[config.mk]
export PLATFORM = sky130hd
export DESIGN_NAME = i2s_receiver
export DESIGN_NICKNAME = d
export VERILOG_FILES = /design/src/rtl/i2s_receiver.sv
export SDC_FILE = /design/constraint.sdc
export NUM_CORES = 1
export LEC_CHECK = 0
export CORE_ASPECT_RATIO = 1.5
export CORE_MARGIN = 2
export CORE_UTILIZATION = 40
export DETAILED_ROUTE_END_ITERATION = 10
export REMOVE_ABC_BUFFERS = 1
export SETUP_SLACK_MARGIN = 0.3
export SYNTH_ARGS = -nofsm -noshare
export SYNTH_HDL_FRONTEND = slang
export SYNTH_SLANG_ARGS = --single-unit
[constraint.sdc]
create_clock -name sys_clk -period 2.5 [get_ports sys_clk]
set_input_delay 0.375 -clock sys_clk [delete_from_list [all_inputs] [get_ports sys_clk]]
set_output_delay 0.375 -clock sys_clk [all_outputs]
set_load 0.01 [all_outputs]
[src/rtl/i2s_receiver.sv]
// i2s_receiver: I2S master receiver.
// Divides sys_clk down to bclk, generates ws, and deserialises one DATA_W-bit
// left and right sample per frame (MSB first). A complete pair is presented
// with a one-cycle receive_valid strobe.
// Optional feature: define I2S_LEFT_JUSTIFIED_EN for left-justified framing
// (no one-bit delay after the ws transition). Default build is standard I2S.
module i2s_receiver #(
  parameter int BCLK_DIV = 2,   // sys_clk cycles per bclk half-period (>=1)
  parameter int DATA_W   = 24,  // captured bits per channel
  parameter int SLOT_W   = 32   // bclk periods per channel slot (>= DATA_W+1)
) (
  input  logic              sys_clk,
  input  logic              sys_rst,
  input  logic              sdata,
  output logic              ws,
  output logic              bclk,
  output logic              receive_valid,
  output logic [DATA_W-1:0] receive_left_data,
  output logic [DATA_W-1:0] receive_right_data
);

  localparam int DIV_W = (BCLK_DIV > 1) ? $clog2(BCLK_DIV) : 1;
  localparam int BIT_W = $clog2(2 * SLOT_W);

`ifdef I2S_LEFT_JUSTIFIED_EN
  // Left-justified: MSB sits in the first bclk period of each slot.
  localparam int FIRST_OFS = 0;
`else
  // I2S: MSB is delayed by one bclk period after the ws transition.
  localparam int FIRST_OFS = 1;
`endif

  localparam logic [DIV_W-1:0] DIV_LAST   = DIV_W'(BCLK_DIV - 1);
  localparam logic [BIT_W-1:0] FRAME_LAST = BIT_W'(2 * SLOT_W - 1);
  localparam logic [BIT_W-1:0] SLOT_START = BIT_W'(SLOT_W);
  localparam logic [BIT_W-1:0] LEFT_FIRST = BIT_W'(FIRST_OFS);
  localparam logic [BIT_W-1:0] RIGHT_FIRST = BIT_W'(SLOT_W + FIRST_OFS);
  localparam logic [BIT_W-1:0] RIGHT_LAST = BIT_W'(SLOT_W + FIRST_OFS + DATA_W - 1);
  localparam logic [BIT_W-1:0] DATA_LEN   = BIT_W'(DATA_W);

  // Divider and bit-clock state
  logic [DIV_W-1:0]  div_cnt_reg;
  logic [DIV_W-1:0]  div_cnt_next;
  logic              bclk_reg;
  logic              tick;
  logic              rise_evt;
  logic              fall_evt;

  // Frame position state
  logic [BIT_W-1:0]  bit_cnt_reg;
  logic [BIT_W-1:0]  bit_cnt_next;
  logic              ws_reg;
  logic              ws_next;

  // Capture state
  logic [BIT_W-1:0]  left_idx;
  logic [BIT_W-1:0]  right_idx;
  logic              left_take;
  logic              right_take;
  logic              last_bit;
  logic [DATA_W-1:0] left_shift_reg;
  logic [DATA_W-1:0] right_shift_reg;
  logic              done_reg;

  // Output holding registers
  logic [DATA_W-1:0] left_out_reg;
  logic [DATA_W-1:0] right_out_reg;
  logic              valid_reg;

  // Divider wrap and the bclk edge events it produces.
  always_comb begin
    tick         = (div_cnt_reg == DIV_LAST);
    rise_evt     = tick & ~bclk_reg;
    fall_evt     = tick & bclk_reg;
    div_cnt_next = tick ? '0 : div_cnt_reg + DIV_W'(1);
  end

  // Frame position advance on each bclk falling event; ws follows position.
  always_comb begin
    bit_cnt_next = bit_cnt_reg;
    if (fall_evt) begin
      bit_cnt_next = (bit_cnt_reg == FRAME_LAST) ? '0 : bit_cnt_reg + BIT_W'(1);
    end
    ws_next = (bit_cnt_next >= SLOT_START);
  end

  // Capture windows: offsets wrap modulo 2^BIT_W, so positions before the
  // window start land far above DATA_W and are rejected by one compare.
  always_comb begin
    left_idx   = bit_cnt_reg - LEFT_FIRST;
    right_idx  = bit_cnt_reg - RIGHT_FIRST;
    left_take  = rise_evt && (left_idx < DATA_LEN);
    right_take = rise_evt && (right_idx < DATA_LEN);
    last_bit   = rise_evt && (bit_cnt_reg == RIGHT_LAST);
  end

  // Divider counter and registered bit clock.
  always_ff @(posedge sys_clk) begin
    if (sys_rst) begin
      div_cnt_reg <= '0;
      bclk_reg    <= 1'b0;
    end else begin
      div_cnt_reg <= div_cnt_next;
      if (tick) begin
        bclk_reg <= ~bclk_reg;
      end
    end
  end

  // Bit position within the frame and word select.
  always_ff @(posedge sys_clk) begin
    if (sys_rst) begin
      bit_cnt_reg <= '0;
      ws_reg      <= 1'b0;
    end else begin
      bit_cnt_reg <= bit_cnt_next;
      ws_reg      <= ws_next;
    end
  end

  // Shift serial data in MSB first while inside each channel's data window.
  always_ff @(posedge sys_clk) begin
    if (sys_rst) begin
      left_shift_reg  <= '0;
      right_shift_reg <= '0;
      done_reg        <= 1'b0;
    end else begin
      if (left_take) begin
        left_shift_reg <= {left_shift_reg[DATA_W-2:0], sdata};
      end
      if (right_take) begin
        right_shift_reg <= {right_shift_reg[DATA_W-2:0], sdata};
      end
      done_reg <= last_bit;
    end
  end

  // Load both channels together one cycle after the right LSB and strobe valid.
  always_ff @(posedge sys_clk) begin
    if (sys_rst) begin
      left_out_reg  <= '0;
      right_out_reg <= '0;
      valid_reg     <= 1'b0;
    end else begin
      valid_reg <= done_reg;
      if (done_reg) begin
        left_out_reg  <= left_shift_reg;
        right_out_reg <= right_shift_reg;
      end
    end
  end

  assign bclk               = bclk_reg;
  assign ws                 = ws_reg;
  assign receive_valid      = valid_reg;
  assign receive_left_data  = left_out_reg;
  assign receive_right_data = right_out_reg;

endmodule

# Word level (Yosys, flattened, before mapping)
# Index checks and enable logic that the tools add are counted.
[word_totals]
elab_cells = 28
mem_count = 0
ram_bits = 0
register_bits = 107
out_inout_bits = 51
rom_bits = 0
in_bits = 3
latchBits = 0
[op_classes]
n_mul = 0
add_sub_neg = 4
n_bitwise = 3
n_shift = 0
muxes = 2
n_div = 0
reduce_logical = 4
n_eq_ne = 2
n_lt_le_gt_ge = 3
[op_table]
columns = ["op", "count"]
rows = [
  ["$eq 6x6->1 const B", 2],
  ["$lt 6x5->1 const B", 2],
  ["$mux 6", 2],
  ["$add 6x1->6 const B", 1],
  ["$ge 6x6->1 const B", 1],
  ["$sub 6x1->6 const B", 1],
  ["$sub 6x6->6 const B", 1],
  ["$logic_and 1x1->1", 3],
  ["$and 1x1->1", 2],
  ["$reduce_or 2->1", 1],
  ["$add 1x1->1 const B", 1],
  ["$not 1->1", 1],
]

# Depth between registers and ports, before layout
[logic_depth]
ltp_word = 4
depth_mapped = 8
depth_no_buf = 6

# Worst setup path after synthesis
# Ideal clock, no wire load.
[synth_path]
path_type = "register to register"
start = "register with a tool-made name"
end = "register left_shift_reg[10]"
period_less_slack_ps = 1901
setup_slack_ps = 599
stages_incl_launch_ff = 6
required_ps = 2428
arrival_time_ps = 1830
setup_ps = 72
n_path_buf = 1
path_cell_list = "dfxtp_1 or4_4 o21a_1 nor3_4 buf_8 mux2i_1"
[synth_lines]
columns = ["item", "line_no", "rtl"]
rows = [
  ["to (signal assigned)", "129", "left_shift_reg <= {left_shift_reg[DATA_W-2:0], sdata};"],
  ["to (decl)", "61", "logic [DATA_W-1:0] left_shift_reg;"],
]

==> flow_summary.ini <==
[yosys]
synthFlopType = dfxtp_1
yosysUniqueCellTypes = 32
seq_area_frac_synth_pct = 54.45
asyncSetResetFlopFracSynth_pct = 0
synth_edf_count = 0
avgSynthCellArea_um2 = 10.62
synth_seq_cells = 106
synth.area.top_cells = dfxtp_1, mux2i_1, nand2_1
yosysTopAreaCell = dfxtp_1
syn_area_mm2 = 0.003897
synth.top_cell.area_share_pct = 54.45
synthCells = 367
yosys_warnings = 0

[route]
drcViolationCount = 0
vias_per_cell = 4.749
drtPass1Iterations = 4
drtAntennaViolNets = 0
drt_wl_total_um = 7040
drt_iter0_drc = 106
num_vias = 2536
wl_per_cell_um = 13.18

[clock_tree]
cts_resized = 0
root_buffer = clkbuf_16
clk_latency_ns = 0.34
clk_path_buf_depth = 2
clkSinkCount = 106
path_clk_slew_ns = 0.07
cts_tree = done
htree_levels = 3
hold_buffers = 0
post-cts-setup-buffer-count = 0
cts_buffers = 9

[place]
dpl-instance-area_mm2 = 0.004486
io_buffers = 53
place.gp.congestion = 0.7376
dp_hpwl_um = 4568
place_ws_ns = 0.5165

[global_routing]
top_usage_layer = met2
use_met1_pct = 17.71
grt_pass1_vias = 2428
grtUsageMet3_pct = 3.446
grt_use_met2_pct = 21.58
grt_overflow = 0
grt_pass1_wl_um = 11660
grt_usage_pct = 13.83
grt_antenna_before_repair = 0
grt_start_max_net_pins = 58

[floorplanning]
core_mm2 = 0.009579
rows = 44
die_y_um = 124.9
die_x_um = 84.60
io-pin-count = 54
die_area_mm2 = 0.01057
initial_core_util_pct = 40.69

[timing]
skew_ns = 0.005405
layout_setup_ws_ns = 0.5017
relSlewSlack_pct = 42.05
worst_pin_slew_ns = 0.8679
finalCriticalPeriod_ns = 1.998
rsz0062_at_grt = false
fin_crit_sh_pct = 79.93
slew_viol_final = 0
hold_slack_ns = 0.4676
clock.fmax_mhz = 500.4
final.setup.tns_ns = 0
finalHoldViolCount = 0
finalSetupViolations = 0

[final_layout]
syn_to_final_growth_pct = 24.14
fillers = 907
nets = 420
final_util_pct = 50.51
stdcell_area_mm2 = 0.004838
antenna-diode-count = 0
drive_gt1_share_pct = 7.160

[pwr]
vdd_drop_max_mv = 0.3339
power.density_mw_per_mm2 = 700.7
p_leak_uw = 0.001601

[critical_path]
cp_max_fo = 24
start_kind = flop
crit_chain = or4_4 -> o21a_1 -> nor3_4 -> buf_4 -> mux2i_1
crit_path_end_kind = flop
crit_required_ns = 2.77
r2r-end = left_shift_reg[20]$_SDFFE_PP0P_
reg2reg_depth = 5
critPathSlowestCell = or4_4
critPathMaxStageDelay_ns = 0.56
crit_path_end = left_shift_reg[20]$_SDFFE_PP0P_
cp.arrival_ns = 2.27
critPathKind = reg -> reg
rrSetupSlack_ns = 0.50

[flow_run]
drv_cap = 0

[outcome]
status = finished clean

[min_path]
hp-class = reg -> reg
==> cell families after synthesis <==
| logic type | after synthesis | share of synthesized area (%) |
|---|---|---|
| simple gates | 120 | 12.65 |
| mux | 96 | 24.65 |
| flops | 106 | 54.45 |
| xor+xnor | 5 | 1.124 |
| compound gates | 10 | 2.183 |
| fa+ha+maj | 3 | 0.9632 |
| buf+inv | 27 | 3.981 |
==> area by class of cell <==
class / count / area (µm²) / share of cell area [%]
flip-flops and latches: 106 / 2123 / 43.88
multi-input cells: 234 / 1620 / 33.49
repair buffers: 59 / 583.1 / 12.05
clock buffers: 11 / 252.7 / 5.224
well taps: 115 / 143.9 / 2.974
clock inverters: 5 / 100.1 / 2.069
inverters: 4 / 15.01 / 0.3103
==> worst min path at each step <==
stage               slack [ns]                                to                              from  cells after the start
floorplan                 0.43   left_shift_reg[23]$_SDFFE_PP0P_   left_shift_reg[23]$_SDFFE_PP0P_                      2
global route              0.49   left_shift_reg[23]$_SDFFE_PP0P_   left_shift_reg[23]$_SDFFE_PP0P_                      2
detailed placement        0.46  right_shift_reg[23]$_SDFFE_PP0P_  right_shift_reg[23]$_SDFFE_PP0P_                      2
CTS                       0.47  right_shift_reg[23]$_SDFFE_PP0P_  right_shift_reg[23]$_SDFFE_PP0P_                      2
global placement          0.45  right_shift_reg[23]$_SDFFE_PP0P_  right_shift_reg[23]$_SDFFE_PP0P_                      2
finish                    0.47  right_shift_reg[23]$_SDFFE_PP0P_  right_shift_reg[23]$_SDFFE_PP0P_                      2
==> metal layers <==
| metal | up-vias | wire length [µm] |
|---|---|---|
| met3 | 10 | 183 |
| met1 | 1179 | 3275 |
| met5 | - | 0 |
| li1 | 1321 | - |
| met4 | 0 | 141 |
| met2 | 26 | 3440 |
==> critical path: cells and delay by family, from the launching register on <==
kind | cells | cell delay, ns
AO/OA/AOI/OAI | 1 | 0.22
buffers and inverters | 1 | 0.38
multiplexers | 1 | 0.24
flip-flops | 1 | 0.35
AND/OR/NAND/NOR | 2 | 0.73
==> through the flow <==
| stage | instances | power (µW) |
|---|---|---|
| 2_1_floorplan | 344 | 1776 |
| 3_3_place_gp | 518 | 1811 |
| 3_5_place_dp | 518 | 1812 |
| 4_1_cts | 534 | 3434 |
| 5_1_grt | 534 | 3510 |
| 6_report | 534 | 3390 |
==> cells in the mapped netlist (2+ instances only) <==
cell type	instances
dfxtp_1	106
buf_8	4
inv_1	3
mux2i_1	96
nand2_1	56
a21oi_1	2
ha_1	3
xnor2_1	4
nor2_1	54
buf_1	7
clkbuf_1	10
nor2b_1	2
==> power by group <==
group | internal, µW | total [µW] | switching (µW) | leakage [µW]
sequential | 1690 | 1700 | 5.53 | 0.000854
clock | 1030 | 1620 | 589 | 0.000176
combinational | 25.1 | 74.2 | 49.1 | 0.000571
==> cell usage in the layout, fill, tap and decap left out, types with 2 or more instances in the layout <==
cell type        synthesis  routed
a21oi_1                  2       2
mux2i_1                 96      96
clkdlybuf4s50_1          0      52
clkinv_2                 0       2
nand2_1                 56      56
dfxtp_1                106     105
nor2_1                  54      54
ha_1                     3       3
bufinv_16                0       3
inv_1                    3       3
clkbuf_8                 0       2
buf_4                    0       5
clkbuf_16                0       9
xnor2_1                  4       4
nor2b_1                  2       2
(Power assumes the default switching activity.)
